===== src/rtl/updi_uart_phy.sv =====
// ---------------------------------------------------------------------------
// updi_uart_phy
// Single-wire, half-duplex UPDI UART stage between the loader byte stream and
// the UPDI pin.
//   TX : one byte per handshake -> start(0), 8 data LSB-first, even parity,
//        2 stop(1). Each bit is held CLK_DIV clocks.
//   RX : deserialises frames from the pin. It reports the data byte plus
//        parity and framing status in a one-cycle o_rx_valid pulse.
//   RX is blanked while the block drives the pin, so its own echo is ignored.
//
// Handshake: a TX byte transfers on a rising clk edge where i_tx_valid and
// o_tx_ready are both 1. i_tx_data is held stable while valid && !ready.
// o_tx_ready never depends on i_tx_valid.
//
// Optional feature: define UPDI_BREAK_DET_EN to build the BREAK detector.
// Without it, o_break is tied 0.
//
// Ports
//   clk, rst             clock, synchronous active-low reset
//   i_tx_data/valid      TX byte and request; o_tx_ready accepts it
//   o_rx_data/valid      received byte and one-cycle strobe
//   o_rx_perr/ferr       parity / first-stop error, qualified by o_rx_valid
//   i_line               asynchronous pin input
//   o_line, o_line_oe    pin drive value and enable
//   o_busy               FSM not idle
//   o_break              BREAK detected pulse
// ---------------------------------------------------------------------------
module updi_uart_phy #(
    parameter int CLK_DIV = 16,
    parameter int SYNC_FF = 2
) (
    input  logic       clk,
    input  logic       rst,
    input  logic [7:0] i_tx_data,
    input  logic       i_tx_valid,
    output logic       o_tx_ready,
    output logic [7:0] o_rx_data,
    output logic       o_rx_valid,
    output logic       o_rx_perr,
    output logic       o_rx_ferr,
    input  logic       i_line,
    output logic       o_line,
    output logic       o_line_oe,
    output logic       o_busy,
    output logic       o_break
);
    localparam int DW = $clog2(CLK_DIV);
    localparam logic [DW-1:0] DIV_LAST = DW'(CLK_DIV - 1);
    // Edge detection costs one clock after line_s falls. Stopping the start
    // count two short of the half-bit puts every sample at the bit centre, as
    // seen by the synchronised line.
    localparam logic [DW-1:0] DIV_HALF = DW'(CLK_DIV / 2 - 2);

    typedef enum logic [2:0] {IDLE, TX_BIT, RX_START, RX_BIT, RX_STOP} state_t;

    state_t             state;
    logic [SYNC_FF-1:0] sync_q;
    logic               line_s;
    logic               line_d;
    logic [DW-1:0]      div_cnt;
    logic [3:0]         bit_cnt;
    logic [10:0]        tx_sr;      // {stop, stop, parity, d7..d0}; start bit is driven directly
    logic [8:0]         rx_sr;      // {parity, d7..d0} once complete
    logic               rx_hold;    // all-zero frame waiting to see whether it is a BREAK
    logic               div_end;
    logic               fall;
    logic               brk_hit;
    logic               defer;

    assign line_s     = sync_q[SYNC_FF-1];
    assign div_end    = (div_cnt == DIV_LAST);
    assign fall       = line_d & ~line_s & ~o_line_oe;
    assign o_tx_ready = (state == IDLE) && line_s;
    assign o_busy     = (state != IDLE);

`ifdef UPDI_BREAK_DET_EN
    localparam int LW = $clog2(12 * CLK_DIV + 1);
    localparam logic [LW-1:0] LOW_LAST = LW'(12 * CLK_DIV - 1);
    localparam logic [LW-1:0] LOW_SAT  = LW'(12 * CLK_DIV);
    logic [LW-1:0] low_cnt;

    assign brk_hit = (state != TX_BIT) && !line_s && (low_cnt == LOW_LAST);
    // A line held low from the start bit looks like a 0x00 frame with a bad
    // stop bit at the stop sample. That result is held back until the line
    // either rises (real framing error) or the BREAK threshold is reached.
    assign defer   = !line_s && (rx_sr == '0);
`else
    assign brk_hit = 1'b0;
    assign defer   = 1'b0;
    assign o_break = 1'b0;
`endif

    always_ff @(posedge clk) begin
        if (!rst) begin
            state      <= IDLE;
            sync_q     <= '1;
            line_d     <= 1'b1;
            div_cnt    <= '0;
            bit_cnt    <= '0;
            tx_sr      <= '1;
            rx_sr      <= '0;
            rx_hold    <= 1'b0;
            o_line     <= 1'b1;
            o_line_oe  <= 1'b0;
            o_rx_valid <= 1'b0;
            o_rx_perr  <= 1'b0;
            o_rx_ferr  <= 1'b0;
            o_rx_data  <= 8'h00;
`ifdef UPDI_BREAK_DET_EN
            low_cnt    <= '0;
            o_break    <= 1'b0;
`endif
        end else begin
            sync_q     <= {sync_q[SYNC_FF-2:0], i_line};
            line_d     <= line_s;
            o_rx_valid <= 1'b0;
`ifdef UPDI_BREAK_DET_EN
            o_break    <= 1'b0;
            if (state == TX_BIT || line_s)
                low_cnt <= '0;
            else if (low_cnt != LOW_SAT)
                low_cnt <= low_cnt + 1'b1;   // saturates: one pulse per low period
`endif
            if (brk_hit) begin
                // Abandon any frame; edge detection re-arms only after a 1->0
                // transition, so nothing restarts until the line has gone high.
                state   <= IDLE;
                rx_hold <= 1'b0;
`ifdef UPDI_BREAK_DET_EN
                o_break <= 1'b1;
`endif
            end else begin
                case (state)
                    IDLE: begin
                        div_cnt <= '0;
                        bit_cnt <= '0;
                        if (fall) begin
                            state <= RX_START;
                        end else if (i_tx_valid && o_tx_ready) begin
                            tx_sr     <= {2'b11, ^i_tx_data, i_tx_data};
                            o_line    <= 1'b0;
                            o_line_oe <= 1'b1;
                            state     <= TX_BIT;
                        end
                    end
                    TX_BIT: begin
                        if (div_end) begin
                            div_cnt <= '0;
                            if (bit_cnt == 4'd11) begin
                                o_line    <= 1'b1;
                                o_line_oe <= 1'b0;
                                state     <= IDLE;
                            end else begin
                                if (bit_cnt != 4'hF) bit_cnt <= bit_cnt + 4'd1;
                                o_line <= tx_sr[0];
                                tx_sr  <= {1'b1, tx_sr[10:1]};
                            end
                        end else begin
                            div_cnt <= div_cnt + 1'b1;
                        end
                    end
                    RX_START: begin
                        if (div_cnt == DIV_HALF) begin
                            div_cnt <= '0;
                            state   <= line_s ? IDLE : RX_BIT;   // high again: glitch
                        end else begin
                            div_cnt <= div_cnt + 1'b1;
                        end
                    end
                    RX_BIT: begin
                        if (div_end) begin
                            div_cnt <= '0;
                            rx_sr   <= {line_s, rx_sr[8:1]};
                            if (bit_cnt == 4'd8)
                                state <= RX_STOP;
                            else if (bit_cnt != 4'hF)
                                bit_cnt <= bit_cnt + 4'd1;
                        end else begin
                            div_cnt <= div_cnt + 1'b1;
                        end
                    end
                    RX_STOP: begin
                        if (rx_hold) begin
                            if (line_s) begin
                                rx_hold    <= 1'b0;
                                o_rx_valid <= 1'b1;
                                o_rx_data  <= rx_sr[7:0];
                                o_rx_perr  <= (^rx_sr[7:0]) != rx_sr[8];
                                o_rx_ferr  <= 1'b1;
                                state      <= IDLE;
                            end
                        end else if (div_end) begin
                            div_cnt <= '0;
                            if (defer) begin
                                rx_hold <= 1'b1;
                            end else begin
                                // Second stop bit is left as guard time.
                                o_rx_valid <= 1'b1;
                                o_rx_data  <= rx_sr[7:0];
                                o_rx_perr  <= (^rx_sr[7:0]) != rx_sr[8];
                                o_rx_ferr  <= !line_s;
                                state      <= IDLE;
                            end
                        end else begin
                            div_cnt <= div_cnt + 1'b1;
                        end
                    end
                    default: state <= IDLE;
                endcase
            end
        end
    end
endmodule


===== config.mk =====
export PLATFORM = sky130hd
export DESIGN_NAME = updi_uart_phy
export DESIGN_NICKNAME = d
export VERILOG_FILES = /design/src/rtl/updi_uart_phy.sv
export SDC_FILE = /design/constraint.sdc
export NUM_CORES = 1
export LEC_CHECK = 0
export CAP_MARGIN = 40
export CORE_AREA = 2 2 70 85
export CTS_CLUSTER_DIAMETER = 50
export DETAILED_ROUTE_END_ITERATION = 16
export DIE_AREA = 0 0 72 87
export HOLD_SLACK_MARGIN = 0.06
export MAX_ROUTING_LAYER = met4
export SETUP_SLACK_MARGIN = 0.5
export SLEW_MARGIN = 10
export SYNTH_ARGS = -nofsm -noshare
export SYNTH_HDL_FRONTEND = slang
export SYNTH_SLANG_ARGS = --single-unit

===== constraint.sdc =====
create_clock -name clk -period 2.04 [get_ports clk]
set_input_delay 0.408 -clock clk [delete_from_list [all_inputs] [get_ports clk]]
set_output_delay 0.408 -clock clk [all_outputs]
set_load 0.05 [all_outputs]

## Word-level counts from Yosys, hierarchy flattened

Index checks and enable logic that the tools add are counted.

- Add/sub/neg operators: 2
- Equality and inequality tests: 24
- Mux-type cells: 51
- Bitwise operators: 4
- Reductions and logical operators: 21

Operators by type and width:

| kind | count |
|---|---|
| 11-bit two-way mux | 4 |
| 4-bit two-way mux | 8 |
| 3-bit two-way mux | 10 |
| 8-bit two-way mux | 3 |
| 11-bit case mux with 2 select lines | 1 |
| 2-bit != test (second input constant) | 10 |
| 1-bit two-way mux | 19 |
| 4-bit case mux with 4 select lines | 1 |
| 8-bit XOR reduction | 2 |
| 3-bit case mux with 5 select lines | 1 |
| 5-bit AND reduction | 3 |
| 4-bit equality test (second input constant) | 3 |
| 4-bit case mux with 3 select lines | 1 |
| 4-bit by 1-bit adder with 4-bit output (second input constant) | 2 |
| 8-bit AND reduction | 1 |
| 3-bit by 2-bit equality test with 1-bit output (second input constant) | 2 |
| 3-bit != test (second input constant) | 2 |
| 2-bit AND reduction | 3 |
| 3-bit nonzero test | 2 |
| 4-bit by 3-bit equality test with 1-bit output (second input constant) | 1 |
| 4-bit != test (second input constant) | 1 |
| 1-bit case mux with 2 select lines | 2 |
| 4-bit AND reduction | 1 |
| 2-bit nonzero test | 2 |
| 14 further kinds | 17 |

- Register bits after elaboration: 48
- Logic and storage cells: 116

## Logic depth before layout (Yosys ltp)

- Depth in word-level cells: 6
- Gate-level depth with buffers: 8
- Depth with buffers taken out: 7

## Least setup slack after synthesis

No wires, ideal clock.

- Path type: register -> output
- Start point: register state[2]
- End point: output o_tx_ready
- Arrival time: 1623 ps
- Slack: 9 ps
- Stages on the path, launching flop included: 5
- Path buffers: 1
- Cell sequence: dfxtp_1 > buf_6 > nor3_4 > inv_1 > nor2_1

- Cells in the longest elaborated chain, start to end: 2

Ends and longest elaborated chain:

| item | line | text |
|---|---|---|
| start, declared | 56 | `state_t state;` |
| start signal, assigned | 165 | `state <= line_s ? IDLE : RX_BIT;` |
| 3-bit logical NOT | 73 | `assign o_tx_ready = (state == IDLE) && line_s;` |
| 1-bit logical AND | 73 |  |
| end, declared | 36 | `output logic o_tx_ready,` |

No other way between the ends.

## Worst setup path in the final report

- Start point: register div_cnt[1]
- End point: register state[1]

- Cells in the longest elaborated chain, start to end: 3
- Elaborated cells between the ends (all ways): 7
- Those cells by class: eq/ne (6); reduce/logical (1)

Ends and longest elaborated chain:

| item | line | text |
|---|---|---|
| start, declared | 60 | `logic [DW-1:0] div_cnt;` |
| start signal, assigned | 159 | `div_cnt <= div_cnt + 1'b1;` |
| start signal, assigned | 167 | `div_cnt <= div_cnt + 1'b1;` |
| start signal, assigned | 179 | `div_cnt <= div_cnt + 1'b1;` |
| 4-bit equality test or 4-bit by 3-bit equality test with 1-bit output (tied branches) | 71, 163 |  |
| 3-bit != test (no source line) or 2-bit != test (tied branches) | - |  |
| 8-bit AND reduction (no source line) (*) | - |  |

Every way passes the cells marked *; elsewhere a longest branch is shown, timed or not.
A chain may end at the register's enable or synchronous reset.

==> reports/qor.yml <==
drt:
  drtAntennaViolNets: 0
  wl_per_cell_um: 14.4
  routed_wl_mm: 5.50
  drtPass1Iterations: 4
  drt_iter0_markers: 64
  vias: 1968
  via_per_inst: 5.14
  drc: 0
global_routing:
  met2_usage_pct: 31.9
  antenna_found_initial: 0
  grt_use_met3_pct: 3.94
  overflow: 0
  globalRoute.busiestLayer: "met2"
  grt_pass1_vias: 1873
  grt_max_degree: 33
  grt_pass1_wl_mm: 8.64
  track_usage_pct: 18.2
  grt_use_met1_pct: 19.3
timing:
  slew_violations: 0
  rsz0062_at_grt: "true"
  setup_tns_ns: 0
  clock_skew_ns: 0.00901
  period_share_pct: 83.1
  fmax_mhz: 590
  setup_slack_ns: 0.346
  fin_crit_ns: 1.69
  finalHoldViolations: 0
  finalSetupViolCount: 0
synth:
  synth_seq_cells: 46
  synth_mux_area_share_pct: 8.97
  syn_nets: 272
  synth_ff_type: "dfxtp_1"
  synth_fa_ha_area_share_pct: 2.12
  avgSynthCellArea_um2: 9.21
  synthXorXnorAreaFrac_pct: 6.90
  syn-cell-area_um2: 2360
  synth_top_family_by_area: "simple AND/OR/NAND/NOR gates"
  synth_compound_area_share_pct: 12.6
  ys_types: 51
  synth-async-reset-ratio_pct: 0
  synth-simple-area-share_pct: 24.8
  synth_edf_count: 0
  yosysWarnings: 0
  synthCells: 256
  ys_seq_area_share_pct: 39.0
placed_design:
  io_buffers: 26
  dpl-instance-area_um2: 2700
  dp_hpwl_mm: 3.31
  gp_congestion: 0.751
  place_ws_ns: 0.215
floorplan:
  start_util_pct: 42.7
  die_w_um: 72
  fp-row-count: 30
  core_area_um2: 5520
  ios: 28
  die-area_um2: 6260
  die_h_um: 87
cells_and_area:
  fillers: 459
  design_area_um2: 3370
  fin_nets: 334
  area_growth_pct: 42.8
  multi_input_area_um2: 1450
  drive_gt1_share_pct: 34.8
  antennaDiodeCount: 0
  register_area_um2: 950
flow_run:
  drv_cap: 0
clock_tree:
  cts-root-buf: "clkbuf_8"
  clk_pin_slew_worst_paths_ns: 0.09
  cts.sinks: 46
  cts_hold_buf: 0
  clk_path_buf_depth: 2
  cts_max_level: 2
  cts-buffers-inserted: 5
  worstSkewPairLatency_ns: 0.30
  cts_tree: "yes"
worst_setup_path:
  crit_path_start_kind: "register"
  critical_path_peak_fanout: 4
  worst_ep_arrival_time_ns: 1.91
  path_class: "register to register"
  cp.required_ns: 2.26
  end_kind: "register"
power_and_ir_drop:
  p_int_mw: 1.84
  swShare_pct: 27.5
  total_power_mw: 2.54
  clkPwrFrac_pct: 32.6
  p_sw_mw: 0.701
  p_per_area_nw_per_um2: 756
  comb_power_share_pct: 28.7
  irDropWorstVdd_v: 0.000499
  leakagePower_nw: 1.30
  pwr-share-seq_pct: 38.7
outcome:
  status: "finished, final reports clean"
worst_hold_path:
  holdCritPathClass: "register to register"
==> cell type report <==
class	instances	area share [%]
Multi-Input combinational cell	189	42.9
Sequential cell	46	28.2
Timing Repair Buffer	69	21.4
Clock buffer	6	2.45
Tap cell	64	2.38
Clock inverter	2	1.78
Inverter	7	0.854
==> cells in the mapped netlist (2+ instances only) <==
master / n / share of area [%]
buf_2: 2 / 0.42
xor2_1: 3 / 1.1
nand2_1: 31 / 4.9
ha_1: 4 / 2.1
inv_1: 7 / 1.1
o211ai_1: 4 / 1.3
nand4_1: 2 / 0.53
buf_4: 4 / 1.3
nand2b_1: 5 / 1.3
and2_1: 4 / 1.1
xnor2_1: 13 / 4.8
nor2b_1: 20 / 5.3
dfxtp_1: 46 / 39
nand3_1: 5 / 1.1
o21ai_1: 8 / 1.7
buf_6: 4 / 1.9
clkbuf_1: 4 / 0.64
nor2_1: 20 / 3.2
and3_1: 9 / 2.4
a21oi_1: 6 / 1.3
o21ai_0: 5 / 1.1
o31ai_4: 2 / 1.8
mux2i_1: 20 / 8.5
==> state kept, by name, summed over array words and instances (netlist names) <==
signal / count
o_rx_data: 8
o_rx_perr: 1
bit_cnt: 4
o_rx_valid: 1
rx_sr: 9
sync_q: 2
tx_sr: 9
line_d: 1
state: 3
div_cnt: 4
rx_hold: 1
o_line_oe: 1
o_line: 1
o_rx_ferr: 1
==> stage by stage <==
step | util, % | cells | hold WS (ns)
after global placement | 48.8 | 339 | 0.394
after detailed placement | 48.8 | 339 | 0.397
after floorplan | - | 256 | 0.386
final | 61.0 | 383 | 0.413
after global routing | 61.0 | 383 | 0.448
after CTS | 57.1 | 366 | 0.419
==> cell families after synthesis <==
| logic type | count (synthesis) |
|---|---|
| muxes | 21 |
| and+or+nand+nor | 108 |
| buffers and inverters | 21 |
| other | 1 |
| AOI/OAI and AO/OA | 38 |
| DFF | 46 |
| xor gates and xnor gates | 17 |
| adders and majority gates | 4 |
==> worst paths after layout <==
check	depth (start not counted)	startpoint	end	slack, ns
setup / recovery	6	div_cnt[1]	state[1]	0.35
hold / removal	1	sync_q[0]	sync_q[1]	0.41
setup reg to reg	6	div_cnt[1]	state[1]	0.35
hold reg to reg	1	sync_q[0]	sync_q[1]	0.41
==> metal layers <==
layer	wire [um]	vias up	part of all wire, %
li1	-	988	-
met1	2200	928	40
met2	2920	35	53
met3	175	17	3.2
met4	204	0	3.7
met5	0	-	0
==> repair_timing <==
| item | in CTS | in global routing |
|---|---|---|
| gates cloned | 2 | 1 |
| setup buffers | 17 | 16 |
| pin swaps | 13 | 17 |
| gates resized for setup | 68 | 26 |
| endpoints found under the setup margin | 56 | 33 |
==> placed cells by master (no fill, tap or decap), types with 3 or more instances in the layout <==
| cell | count |
|---|---|
| nor2_1 | 18 |
| nor2_4 | 3 |
| a21oi_1 | 4 |
| xor2_1 | 3 |
| nor2b_1 | 19 |
| buf_12 | 5 |
| nand2_1 | 30 |
| xnor2_1 | 13 |
| nand3_1 | 4 |
| buf_6 | 5 |
| clkdlybuf4s50_1 | 11 |
| o21ai_1 | 10 |
| o211ai_1 | 4 |
| and3_1 | 7 |
| mux2i_1 | 20 |
| buf_4 | 32 |
| dfxtp_1 | 37 |
| dfxtp_4 | 7 |
| clkbuf_8 | 6 |
| and3_4 | 4 |
| ha_4 | 3 |
| nand2b_1 | 4 |
| inv_1 | 4 |
| clkdlybuf4s15_2 | 11 |
| and2_1 | 4 |
| o21ai_2 | 3 |
==> power by group through the flow <==
stage	combinational, mW	sequential (mW)	clock, mW
3_5_place_dp	0.511	1.01	0
3_3_place_gp	0.505	1.01	0
4_1_cts	0.658	0.986	0.850
6_report	0.729	0.985	0.831
2_1_floorplan	0.369	1.01	0
5_1_grt	0.780	0.992	0.880
==> worst max-delay path, stage by stage (launching register included) <==
cell	delay [ns]
dfxtp_4	0.39
ha_4	0.17
nand3_4	0.11
o211ai_1	0.32
o2111ai_2	0.22
mux2_4	0.34
o31ai_2	0.06
Power figures use the tool's default switching activity.
